[src/rtl/ysyx_24090003_ifu_pkg.sv]
`default_nettype none
// ============================================================================
//  Module      : ysyx_24090003_ifu_pkg
//  Description : Shared types and defaults for the prefetching instruction
//                fetch unit (state encoding, prefetch queue entry layout).
//  Revision    : 1.0 - initial release
// ============================================================================
package ysyx_24090003_ifu_pkg;

   localparam int              c_XLEN     = 32;
   localparam logic [31:0]     c_RESET_PC = 32'h8000_0000;

   // FETCH issues requests; HALT stops issuing after an access fault.
   typedef enum logic [0:0] {
      FETCH = 1'b0,
      HALT  = 1'b1
   } ifu_state_e;

   // One prefetch queue slot: the fetched word tagged with its address.
   typedef struct packed {
      logic [c_XLEN-1:0] pc;
      logic [c_XLEN-1:0] inst;
      logic              err;
   } ifu_entry_t;

endpackage
`default_nettype wire

[src/rtl/ysyx_24090003_ifu_prefetch_if.sv]
`default_nettype none
// ============================================================================
//  Module      : ysyx_24090003_ifu_prefetch_if
//  Description : Instruction memory bus: valid/ready request channel plus an
//                always-accepted in-order response channel.
//  Revision    : 1.0 - initial release
// ============================================================================
interface ysyx_24090003_ifu_prefetch_if #(
   parameter int XLEN = 32
);
   logic            o_mem_req_valid;
   logic            i_mem_req_ready;
   logic [XLEN-1:0] o_mem_req_addr;
   logic            i_mem_rsp_valid;
   logic [XLEN-1:0] i_mem_rsp_data;
   logic            i_mem_rsp_err;

   // Fetch unit side.
   modport master (
      output o_mem_req_valid,
      output o_mem_req_addr,
      input  i_mem_req_ready,
      input  i_mem_rsp_valid,
      input  i_mem_rsp_data,
      input  i_mem_rsp_err
   );

   // Memory side.
   modport slave (
      input  o_mem_req_valid,
      input  o_mem_req_addr,
      output i_mem_req_ready,
      output i_mem_rsp_valid,
      output i_mem_rsp_data,
      output i_mem_rsp_err
   );
endinterface
`default_nettype wire

[src/rtl/ysyx_24090003_ifu_fifo.sv]
`default_nettype none
// ============================================================================
//  Module      : ysyx_24090003_ifu_fifo
//  Description : Synchronous FIFO with flush; push and pop may coincide even
//                when full. DEPTH must be a power of two (>= 2).
//  Revision    : 1.0 - initial release
// ============================================================================
module ysyx_24090003_ifu_fifo #(
   parameter int WIDTH = 8,
   parameter int DEPTH = 4
) (
   input  wire logic                     i_clk,
   input  wire logic                     i_rst,
   input  wire logic                     i_push,
   input  wire logic [WIDTH-1:0]         i_data,
   input  wire logic                     i_pop,
   input  wire logic                     i_flush,
   output      logic [WIDTH-1:0]         o_data,
   output      logic [$clog2(DEPTH):0]   o_count,
   output      logic                     o_full,
   output      logic                     o_empty
);

   localparam int               c_AW      = $clog2(DEPTH);
   localparam logic [c_AW-1:0]  c_PTR_ONE = 1;
   localparam logic [c_AW:0]    c_CNT_ONE = 1;
   localparam logic [c_AW:0]    c_DEPTH   = (c_AW+1)'(DEPTH);

   logic [WIDTH-1:0] r_mem [DEPTH];
   logic [c_AW-1:0]  r_wr_ptr;
   logic [c_AW-1:0]  r_rd_ptr;
   logic [c_AW:0]    r_count;
   logic             w_do_push;
   logic             w_do_pop;

   assign o_empty   = (r_count == '0);
   assign o_full    = (r_count == c_DEPTH);
   assign o_count   = r_count;
   assign o_data    = r_mem[r_rd_ptr];
   assign w_do_pop  = i_pop & ~o_empty;
   // A slot freed by a same-cycle pop may be refilled immediately.
   assign w_do_push = i_push & (~o_full | w_do_pop);

   // Storage array: data only, no reset needed since reads are gated by count.
   always_ff @(posedge i_clk) begin
      if (w_do_push && !i_flush) begin
         r_mem[r_wr_ptr] <= i_data;
      end
   end

   // Pointer and occupancy bookkeeping; flush empties the queue in one cycle.
   always_ff @(posedge i_clk or posedge i_rst) begin
      if (i_rst) begin
         r_wr_ptr <= '0;
         r_rd_ptr <= '0;
         r_count  <= '0;
      end else if (i_flush) begin
         r_wr_ptr <= '0;
         r_rd_ptr <= '0;
         r_count  <= '0;
      end else begin
         if (w_do_push) begin
            r_wr_ptr <= r_wr_ptr + c_PTR_ONE;
         end
         if (w_do_pop) begin
            r_rd_ptr <= r_rd_ptr + c_PTR_ONE;
         end
         if (w_do_push && !w_do_pop) begin
            r_count <= r_count + c_CNT_ONE;
         end else if (w_do_pop && !w_do_push) begin
            r_count <= r_count - c_CNT_ONE;
         end
      end
   end

endmodule
`default_nettype wire

[src/rtl/ysyx_24090003_ifu_prefetch.sv]
`default_nettype none
// ============================================================================
//  Module      : ysyx_24090003_ifu_prefetch
//  Description : Multi-cycle prefetching IFU. Issues in-order word fetches
//                with bounded outstanding requests, buffers responses in a
//                prefetch queue and hands them to the IDU. Redirects flush
//                the queue and squash responses still in flight.
//  Revision    : 1.0 - initial release
// ============================================================================
module ysyx_24090003_ifu_prefetch
   import ysyx_24090003_ifu_pkg::*;
#(
   parameter int              XLEN            = c_XLEN,
   parameter logic [XLEN-1:0] RESET_PC        = c_RESET_PC,
   parameter int              FIFO_DEPTH      = 4,
   parameter int              MAX_OUTSTANDING = 2
) (
   input  wire logic             i_clk,
   input  wire logic             i_rst,
   input  wire logic             i_redirect_valid,
   input  wire logic [XLEN-1:0]  i_redirect_pc,
   ysyx_24090003_ifu_prefetch_if.master mem,
   output      logic             o_valid,
   input  wire logic             i_ready,
   output      logic [XLEN-1:0]  o_pc,
   output      logic [XLEN-1:0]  o_inst,
   output      logic             o_err
);

   localparam int               c_AW       = $clog2(FIFO_DEPTH);
   localparam logic [c_AW:0]    c_CNT_ONE  = 1;
   localparam logic [c_AW:0]    c_MAX_OS   = (c_AW+1)'(MAX_OUTSTANDING);
   localparam logic [c_AW+1:0]  c_DEPTH_X  = (c_AW+2)'(FIFO_DEPTH);
   localparam logic [XLEN-1:0]  c_PC_STEP  = 4;

   ifu_state_e      r_state;
   logic [XLEN-1:0] r_fetch_pc;     // address of the next new request
   logic [XLEN-1:0] r_rsp_pc;       // address of the next kept response
   logic            r_req_valid;
   logic [XLEN-1:0] r_req_addr;
   logic            r_req_stale;    // held request predates a redirect
   logic [c_AW:0]   r_outstanding;
   logic [c_AW:0]   r_drop_cnt;

   logic            w_req_fire;
   logic            w_rsp_drop;
   logic            w_push;
   logic            w_pop;
   logic            w_fifo_full;
   logic            w_fifo_empty;
   logic [c_AW:0]   w_fifo_count;
   ifu_entry_t      w_push_entry;
   ifu_entry_t      w_head;
   logic [XLEN-1:0] w_redirect_pc;
   logic [XLEN-1:0] w_fetch_pc_nxt;
   logic [c_AW:0]   w_os_nxt;
   logic [c_AW:0]   w_drop_nxt;
   logic [c_AW:0]   w_cnt_nxt;
   logic [c_AW:0]   w_live_nxt;
   logic            w_fetch_nxt;
   logic            w_credit_ok;
   logic            w_issue;

   assign w_redirect_pc = {i_redirect_pc[XLEN-1:2], 2'b00};
   assign w_req_fire    = r_req_valid & mem.i_mem_req_ready;
   assign w_rsp_drop    = mem.i_mem_rsp_valid & (r_drop_cnt != '0);
   assign w_pop         = ~w_fifo_empty & i_ready;
   // A response arriving with a redirect belongs to the abandoned path.
   assign w_push        = mem.i_mem_rsp_valid & ~w_rsp_drop & ~i_redirect_valid
                        & (~w_fifo_full | w_pop);
   assign w_push_entry  = '{pc: r_rsp_pc, inst: mem.i_mem_rsp_data, err: mem.i_mem_rsp_err};

   // Next-cycle bookkeeping used both for state update and the issue decision.
   always_comb begin
      w_os_nxt = r_outstanding;
      if (w_req_fire) begin
         w_os_nxt = w_os_nxt + c_CNT_ONE;
      end
      if (mem.i_mem_rsp_valid) begin
         w_os_nxt = w_os_nxt - c_CNT_ONE;
      end

      w_drop_nxt = r_drop_cnt;
      if (w_rsp_drop) begin
         w_drop_nxt = w_drop_nxt - c_CNT_ONE;
      end
      if (w_req_fire && r_req_stale) begin
         w_drop_nxt = w_drop_nxt + c_CNT_ONE;
      end
      if (i_redirect_valid) begin
         w_drop_nxt = w_os_nxt;
      end

      w_cnt_nxt = w_fifo_count;
      if (w_push) begin
         w_cnt_nxt = w_cnt_nxt + c_CNT_ONE;
      end
      if (w_pop) begin
         w_cnt_nxt = w_cnt_nxt - c_CNT_ONE;
      end
      if (i_redirect_valid) begin
         w_cnt_nxt = '0;
      end

      w_fetch_pc_nxt = r_fetch_pc;
      if (i_redirect_valid) begin
         w_fetch_pc_nxt = w_redirect_pc;
      end else if (w_req_fire && !r_req_stale) begin
         w_fetch_pc_nxt = r_fetch_pc + c_PC_STEP;
      end

      // Every live (non-dropped) request must already own a queue slot.
      w_live_nxt  = w_os_nxt - w_drop_nxt;
      w_credit_ok = ({1'b0, w_cnt_nxt} + {1'b0, w_live_nxt}) < c_DEPTH_X;
      w_fetch_nxt = i_redirect_valid
                  | ((r_state == FETCH) & ~(w_push & mem.i_mem_rsp_err));
      w_issue     = ~i_redirect_valid & w_fetch_nxt & (w_os_nxt < c_MAX_OS)
                  & w_credit_ok & ~(r_req_valid & ~w_req_fire);
   end

   // Fetch control: state, request channel, in-flight and squash counters.
   always_ff @(posedge i_clk or posedge i_rst) begin
      if (i_rst) begin
         r_state       <= FETCH;
         r_fetch_pc    <= RESET_PC;
         r_rsp_pc      <= RESET_PC;
         r_req_valid   <= 1'b0;
         r_req_addr    <= '0;
         r_req_stale   <= 1'b0;
         r_outstanding <= '0;
         r_drop_cnt    <= '0;
      end else begin
         case (r_state)
            FETCH: if (!i_redirect_valid && w_push && mem.i_mem_rsp_err) r_state <= HALT;
            HALT:  if (i_redirect_valid) r_state <= FETCH;
            default: r_state <= FETCH;
         endcase

         r_fetch_pc    <= w_fetch_pc_nxt;
         r_outstanding <= w_os_nxt;
         r_drop_cnt    <= w_drop_nxt;

         if (i_redirect_valid) begin
            r_rsp_pc <= w_redirect_pc;
         end else if (w_push) begin
            r_rsp_pc <= r_rsp_pc + c_PC_STEP;
         end

         if (w_issue) begin
            r_req_valid <= 1'b1;
            r_req_addr  <= w_fetch_pc_nxt;
            r_req_stale <= 1'b0;
         end else if (w_req_fire) begin
            r_req_valid <= 1'b0;
            r_req_stale <= 1'b0;
         end else if (i_redirect_valid && r_req_valid) begin
            // Cannot retract a presented request; remember to drop its reply.
            r_req_stale <= 1'b1;
         end
      end
   end

   ysyx_24090003_ifu_fifo #(
      .WIDTH ($bits(ifu_entry_t)),
      .DEPTH (FIFO_DEPTH)
   ) u_fifo (
      .i_clk   (i_clk),
      .i_rst   (i_rst),
      .i_push  (w_push),
      .i_data  (w_push_entry),
      .i_pop   (w_pop),
      .i_flush (i_redirect_valid),
      .o_data  (w_head),
      .o_count (w_fifo_count),
      .o_full  (w_fifo_full),
      .o_empty (w_fifo_empty)
   );

   assign mem.o_mem_req_valid = r_req_valid;
   assign mem.o_mem_req_addr  = r_req_addr;

   assign o_valid = ~w_fifo_empty;
   assign o_pc    = o_valid ? w_head.pc   : '0;
   assign o_inst  = o_valid ? w_head.inst : '0;
   assign o_err   = o_valid & w_head.err;

endmodule
`default_nettype wire

[src/flat_wrapper.sv]
// flat-port wrapper written by rule: the top's interface ports become plain ports
module ysyx_24090003_ifu_prefetch_flat import ysyx_24090003_ifu_pkg::*;
#(
   parameter int              XLEN            = c_XLEN,
   parameter logic [XLEN-1:0] RESET_PC        = c_RESET_PC,
   parameter int              FIFO_DEPTH      = 4,
   parameter int              MAX_OUTSTANDING = 2
)
  (i_clk, i_rst, i_redirect_valid, i_redirect_pc, o_valid, i_ready, o_pc, o_inst, o_err, mem_o_mem_req_valid, mem_o_mem_req_addr, mem_i_mem_req_ready, mem_i_mem_rsp_valid, mem_i_mem_rsp_data, mem_i_mem_rsp_err);
  ysyx_24090003_ifu_prefetch_if #(.XLEN(XLEN)) mem_i ();
  input  wire logic i_clk;
  input  wire logic i_rst;
  input  wire logic i_redirect_valid;
  input  wire logic [XLEN-1:0] i_redirect_pc;
  output      logic o_valid;
  input  wire logic i_ready;
  output      logic [XLEN-1:0] o_pc;
  output      logic [XLEN-1:0] o_inst;
  output      logic o_err;
  output wire logic [$bits(mem_i.o_mem_req_valid)-1:0] mem_o_mem_req_valid;
  output wire logic [$bits(mem_i.o_mem_req_addr)-1:0] mem_o_mem_req_addr;
  input wire logic [$bits(mem_i.i_mem_req_ready)-1:0] mem_i_mem_req_ready;
  input wire logic [$bits(mem_i.i_mem_rsp_valid)-1:0] mem_i_mem_rsp_valid;
  input wire logic [$bits(mem_i.i_mem_rsp_data)-1:0] mem_i_mem_rsp_data;
  input wire logic [$bits(mem_i.i_mem_rsp_err)-1:0] mem_i_mem_rsp_err;
  assign mem_o_mem_req_valid = mem_i.o_mem_req_valid;
  assign mem_o_mem_req_addr = mem_i.o_mem_req_addr;
  assign mem_i.i_mem_req_ready = mem_i_mem_req_ready;
  assign mem_i.i_mem_rsp_valid = mem_i_mem_rsp_valid;
  assign mem_i.i_mem_rsp_data = mem_i_mem_rsp_data;
  assign mem_i.i_mem_rsp_err = mem_i_mem_rsp_err;
  ysyx_24090003_ifu_prefetch #(.XLEN(XLEN), .RESET_PC(RESET_PC), .FIFO_DEPTH(FIFO_DEPTH), .MAX_OUTSTANDING(MAX_OUTSTANDING)) u_core (.i_clk(i_clk), .i_rst(i_rst), .i_redirect_valid(i_redirect_valid), .i_redirect_pc(i_redirect_pc), .mem(mem_i), .o_valid(o_valid), .i_ready(i_ready), .o_pc(o_pc), .o_inst(o_inst), .o_err(o_err));
endmodule
[config.mk]
export PLATFORM = sky130hd
export DESIGN_NAME = ysyx_24090003_ifu_prefetch_flat
export DESIGN_NICKNAME = d
export VERILOG_FILES = /design/src/rtl/ysyx_24090003_ifu_pkg.sv /design/src/rtl/ysyx_24090003_ifu_prefetch_if.sv /design/src/rtl/ysyx_24090003_ifu_fifo.sv /design/src/rtl/ysyx_24090003_ifu_prefetch.sv /design/src/flat_wrapper.sv
export SDC_FILE = /design/constraint.sdc
export NUM_CORES = 1
export LEC_CHECK = 0
export ABC_CLOCK_PERIOD_IN_PS = 17430
export CORE_UTILIZATION = 40
export DETAILED_ROUTE_END_ITERATION = 7
export GPL_ROUTABILITY_DRIVEN = 0
export PLACE_DENSITY = 0.62
export SLEW_MARGIN = 20
export SYNTH_ARGS = -nofsm -noshare
export SYNTH_HDL_FRONTEND = slang
export SYNTH_HIERARCHICAL = 1
export SYNTH_SLANG_ARGS = --single-unit
[constraint.sdc]
create_clock -name i_clk -period 17.43 [get_ports i_clk]
set_input_delay 3.486 -clock i_clk [delete_from_list [all_inputs] [get_ports i_clk]]
set_output_delay 3.486 -clock i_clk [all_outputs]
set_load 0.05 [all_outputs]
==> results.md <==
Critical path:
- The critical path ends at u_core/mem.o_mem_req_addr[28]$_DFFE_PP0P_.
- The startpoint of the most critical setup path is mem_i_mem_req_ready.
- The kind of start point of the critical path is an input pin.
- The critical path in this run is classified as input pin to register.
- The worst register-to-register path has a setup slack of 12590 ps.
- The endpoint identified for the worst register-to-register timing path is u_core/mem.o_mem_req_addr[28]$_DFFE_PP0P_.
- The worst reg2reg path startpoint is u_core/u_fifo/o_count[0]$_DFFE_PP0P_.
- The endpoint class of the critical path is a register.
- Along the worst path, the maximum fanout reaches 32.
- STA puts the critical path data arrival time at 7910 ps.
- For the worst flop-to-flop path, the logic depth is 18.
- At the worst endpoint, the required time is 17840 ps.

STA:
- At the pin with the least slew margin, the transition time is 1048 ps.
- The tightest hold path in the finished design has a slack of 481.4 ps.
- The final period demand of the worst path is 7504 ps.
- The number of slew-limit violations in the final report came to 0.
- For the final database, setup skew stands at 16.18 ps.
- Setup violations remaining at the end of the flow were counted as 0.
- For the final routed database, the setup TNS stands at 0 ps.
- The fmax is 133.3 MHz.
- Setup repair after global routing left no endpoint under its margin.
- The count of endpoints failing hold in the final timing report came to 0.
- Measured against its own limit, the worst slew margin works out to 30.14%.
- The share of the clock period used by the worst path after layout is 43.05%.

Clocking:
- TritonCTS built the clock tree.
- CTS saw 370 sinks.
- The number of buffers added to fix hold violations after cts is 0.
- The number of setup buffers added after CTS is 0.
- The number of H-tree branching levels is 2.
- The maximum count of clock buffers along a single path is 3.
- Clock latency on the worst-skew pair, taken at its later pin, is 530 ps.
- The number of clock buffers added by TritonCTS is 40.
- The root buffer cell chosen for the clock tree is clkbuf_16.
- The clock-pin slew on the worst setup and hold paths is 60 ps.
- The number of cells upsized or downsized after cts is 0.

GRT:
- The met1 usage is 24.71%.
- The number of global-route vias before repair is 9391.
- For this run, the total global-route usage over all layers was measured as 16.98%.
- The most utilized layer in the global route result is met2.
- The first global-routing pass estimated 53.68 mm of wire.
- Global routing finished with a remaining overflow of 0.
- The met3 capacity usage during global routing is 3.013%.
- The number of antenna violations at the first check in global routing is 0.
- For met2 alone, demand over resource in global routing was 26.31%.
- The maximum number of pins on one net before global-route repair is 86.

Logic synthesis:
- The synthesized cell area is 15960 um^2.
- The synthesized design spends more area on one cell type than any other, namely edfxtp_1.
- Summing the sequential cell areas from Yosys gives 66.20% of the chip area.
- The post-synthesis instance total is 1013.
- In this run, synthesis inferred 260 flip-flops with an integrated enable.
- The flip-flop and latch count after synthesis is 370.
- The synthesis warning total is 6.
- The synthesized design devotes to its leading area cell type 48.93% of total area.
- The average instance area after synthesis is 15.75 um^2.
- In the synthesized netlist the dominant register cell turns out to be edfxtp_1.
- The number of distinct library cell variants in the gate-level netlist after synthesis is 64.
- After synthesis, the most frequently instantiated cells are 260 x edfxtp_1, 108 x dfrtp_1, 72 x nor2b_1.
- The most used standard cell by instance count after synthesis is edfxtp_1.
- The proportion of register bits with asynchronous set or reset after synthesis is 29.73%.
- By area the synthesized netlist is led by edfxtp_1 49%, dfrtp_1 17%, mux4_2 9.2%, mux2_4 2.9%, nor2b_1 2.8%.

Cells and area:
- The number of inserted filler cells in the final layout is 3357.
- The final layout contains 1282 nets.
- In the final layout, the share of cells above drive strength 1 is 16.04%.
- The area of the multi-input gates is 5100 um^2.
- From synthesis to final layout, the design area changed by 21.60%.
- The register area is 10570 um^2.
- The diode insertion count for antenna repair is 0.
- For this run, the share of the core covered by cells in the final layout is 49.74%.
- For this run, the number of standard cells in the final layout without fillers is 1740.

Die:
- Pin placement for this block handled 170 I/O pins.
- The die outline width is 201.7 um.
- For this configuration, the core starts out at a cell density of 40.91%.
- In this run the vertical extent of the chip is 201.7 um.
- The total area inside the core boundary comes to 39010 um^2.
- The site row count is 72.
- The area of the die is 40700 um^2.

Drt:
- The number of iterations in the first detailed-routing pass is 5.
- Dividing the detail-routed wire length by the instance count gives 19.37 um.
- Detailed routing inserted a total of 8974 vias.
- After detailed routing, the number of remaining DRC violations is 0.
- The via density per instance is 5.157.
- The post-detailed-route count of antenna-violating nets is 0.
- The overall routed net length is 33.71 mm.
- For this block, the initial DRC count from the detailed router was 511.

Power and ir drop:
- Sequential cells account for 45.8% of the total power.
- In this run the power spent charging and discharging nets is 0.6623 mW.
- Of the total power, the share spent switching nets is 28.19%.
- VDD sags by at most 106.1 uV.
- Summed over all cells, the static leakage comes to 6.715 nW.
- Power spread over the standard cell area amounts to 121.1 nW/um^2.
- In this run, the combinational gates consume 20.4% of the power.
- Of the total power, the clock network draws 33.8%.
- The internal portion of the total power is 1.687 mW.

Placed design:
- The number of buffers inserted by port buffering is 167.
- Once detailed placement completed, the half-perimeter wirelength came to 20.89 mm.
- Once placement completed, the tool counted placed cells totaling 1669.

Flow run:
- Across the run, the number of max-cap violations was 0.

Min path:
- The worst min-delay path category is register to register.

Outcome:
- The flow ran to the end, and the final reports show no timing, DRC or antenna violations.
## cell usage in the layout (no fill, tap or decap), types with 20 or more instances in the layout
cell / n
edfxtp_1: 260
nand3_1: 29
clkdlybuf4s50_1: 166
xor2_1: 21
mux4_2: 65
dfrtp_1: 106
nor2b_1: 72
xnor2_1: 20
clkbuf_16: 41
nor2_1: 33
inv_1: 26
o21ai_0: 53
nand2_1: 66
mux2_4: 31
## worst max-delay path: stages
cell	delay, ps
clkdlybuf4s50_1	650
nand2_2	110
mux2i_1	230
ha_1	260
mux2i_1	470
nand2b_1	180
o21a_1	150
inv_1	60
fa_1	410
xnor2_1	190
ha_1	260
nor3_1	200
nand2_1	120
nor4b_4	290
o211ai_4	100
buf_4	320
mux2_4	370
## cell type report
class                      instances  area share [%]
clock inverter                    20          0.7416
inverter                          28          0.5546
clock buffer                      51           5.533
multi-input combinational        574           26.28
sequential                       370           54.47
timing repair buffer             179           9.073
tap                              518           3.340
## metrics by stage
step / worst slack [ps] / power [mW] / instance area (um^2)
finish: 9926 / 2.350 / 19400
global route: 9610 / 2.449 / 19400
CTS: 9895 / 2.375 / 19400
detailed placement: 9401 / 1.571 / 18180
global placement: 9491 / 1.564 / 18180
floorplan: 7424 / 1.425 / 15980
## per-layer routing
metal	up-vias	routed length [um]
met4	0	656
met1	4489	15890
met3	49	1633
li1	4190	-
met2	246	15530
met5	-	0
## state kept, by name (all words and copies together), names as in the netlist
register	cells
u_core/r_outstanding	3
u_core/mem.o_mem_req_addr	32
u_core/mem.o_mem_req_valid	1
u_core/r_drop_cnt	3
u_core/u_fifo/r_wr_ptr	2
u_core/r_fetch_pc	32
u_core/u_fifo/r_mem	260
u_core/u_fifo/o_count	3
u_core/r_state	1
u_core/r_req_stale	1
u_core/r_rsp_pc	30
u_core/u_fifo/r_rd_ptr	2
## power groups by stage
stage	Combinational (mW)	Sequential (mW)	Clock, mW
after global placement	0.473	1.09	0
after global routing	0.517	1.09	0.846
after CTS	0.485	1.08	0.815
final	0.480	1.08	0.794
after detailed placement	0.481	1.09	0
after floorplan	0.236	1.19	0
## logic make-up (layout without fill, tap and decap cells)
kind of cell | after synthesis | count (layout) | share of synthesized area [%]
adder cells (fa/ha/maj) | 18 | 18 | 1.506
XOR/XNOR | 41 | 41 | 2.250
AND/OR/NAND/NOR | 288 | 288 | 10.30
flip-flops | 370 | 370 | 66.20
other | 1 | 8 | 0.02350
AO/OA/AOI/OAI | 107 | 107 | 4.360
multiplexers | 112 | 112 | 13.16
buffers and inverters | 76 | 278 | 2.203
## worst min-delay path by stage
stage	from	to	slack [ps]	cells after the start
after detailed placement	u_core/r_state$_DFF_PP0_	u_core/r_state$_DFF_PP0_	470	1
after CTS	u_core/r_state$_DFF_PP0_	u_core/r_state$_DFF_PP0_	480	1
final	u_core/r_state$_DFF_PP0_	u_core/r_state$_DFF_PP0_	480	1
after floorplan	u_core/r_state$_DFF_PP0_	u_core/r_state$_DFF_PP0_	450	1
after global placement	u_core/r_state$_DFF_PP0_	u_core/r_state$_DFF_PP0_	470	1
after global routing	u_core/r_state$_DFF_PP0_	u_core/r_state$_DFF_PP0_	510	1
No activity file was read; power rests on OpenSTA's default activity.
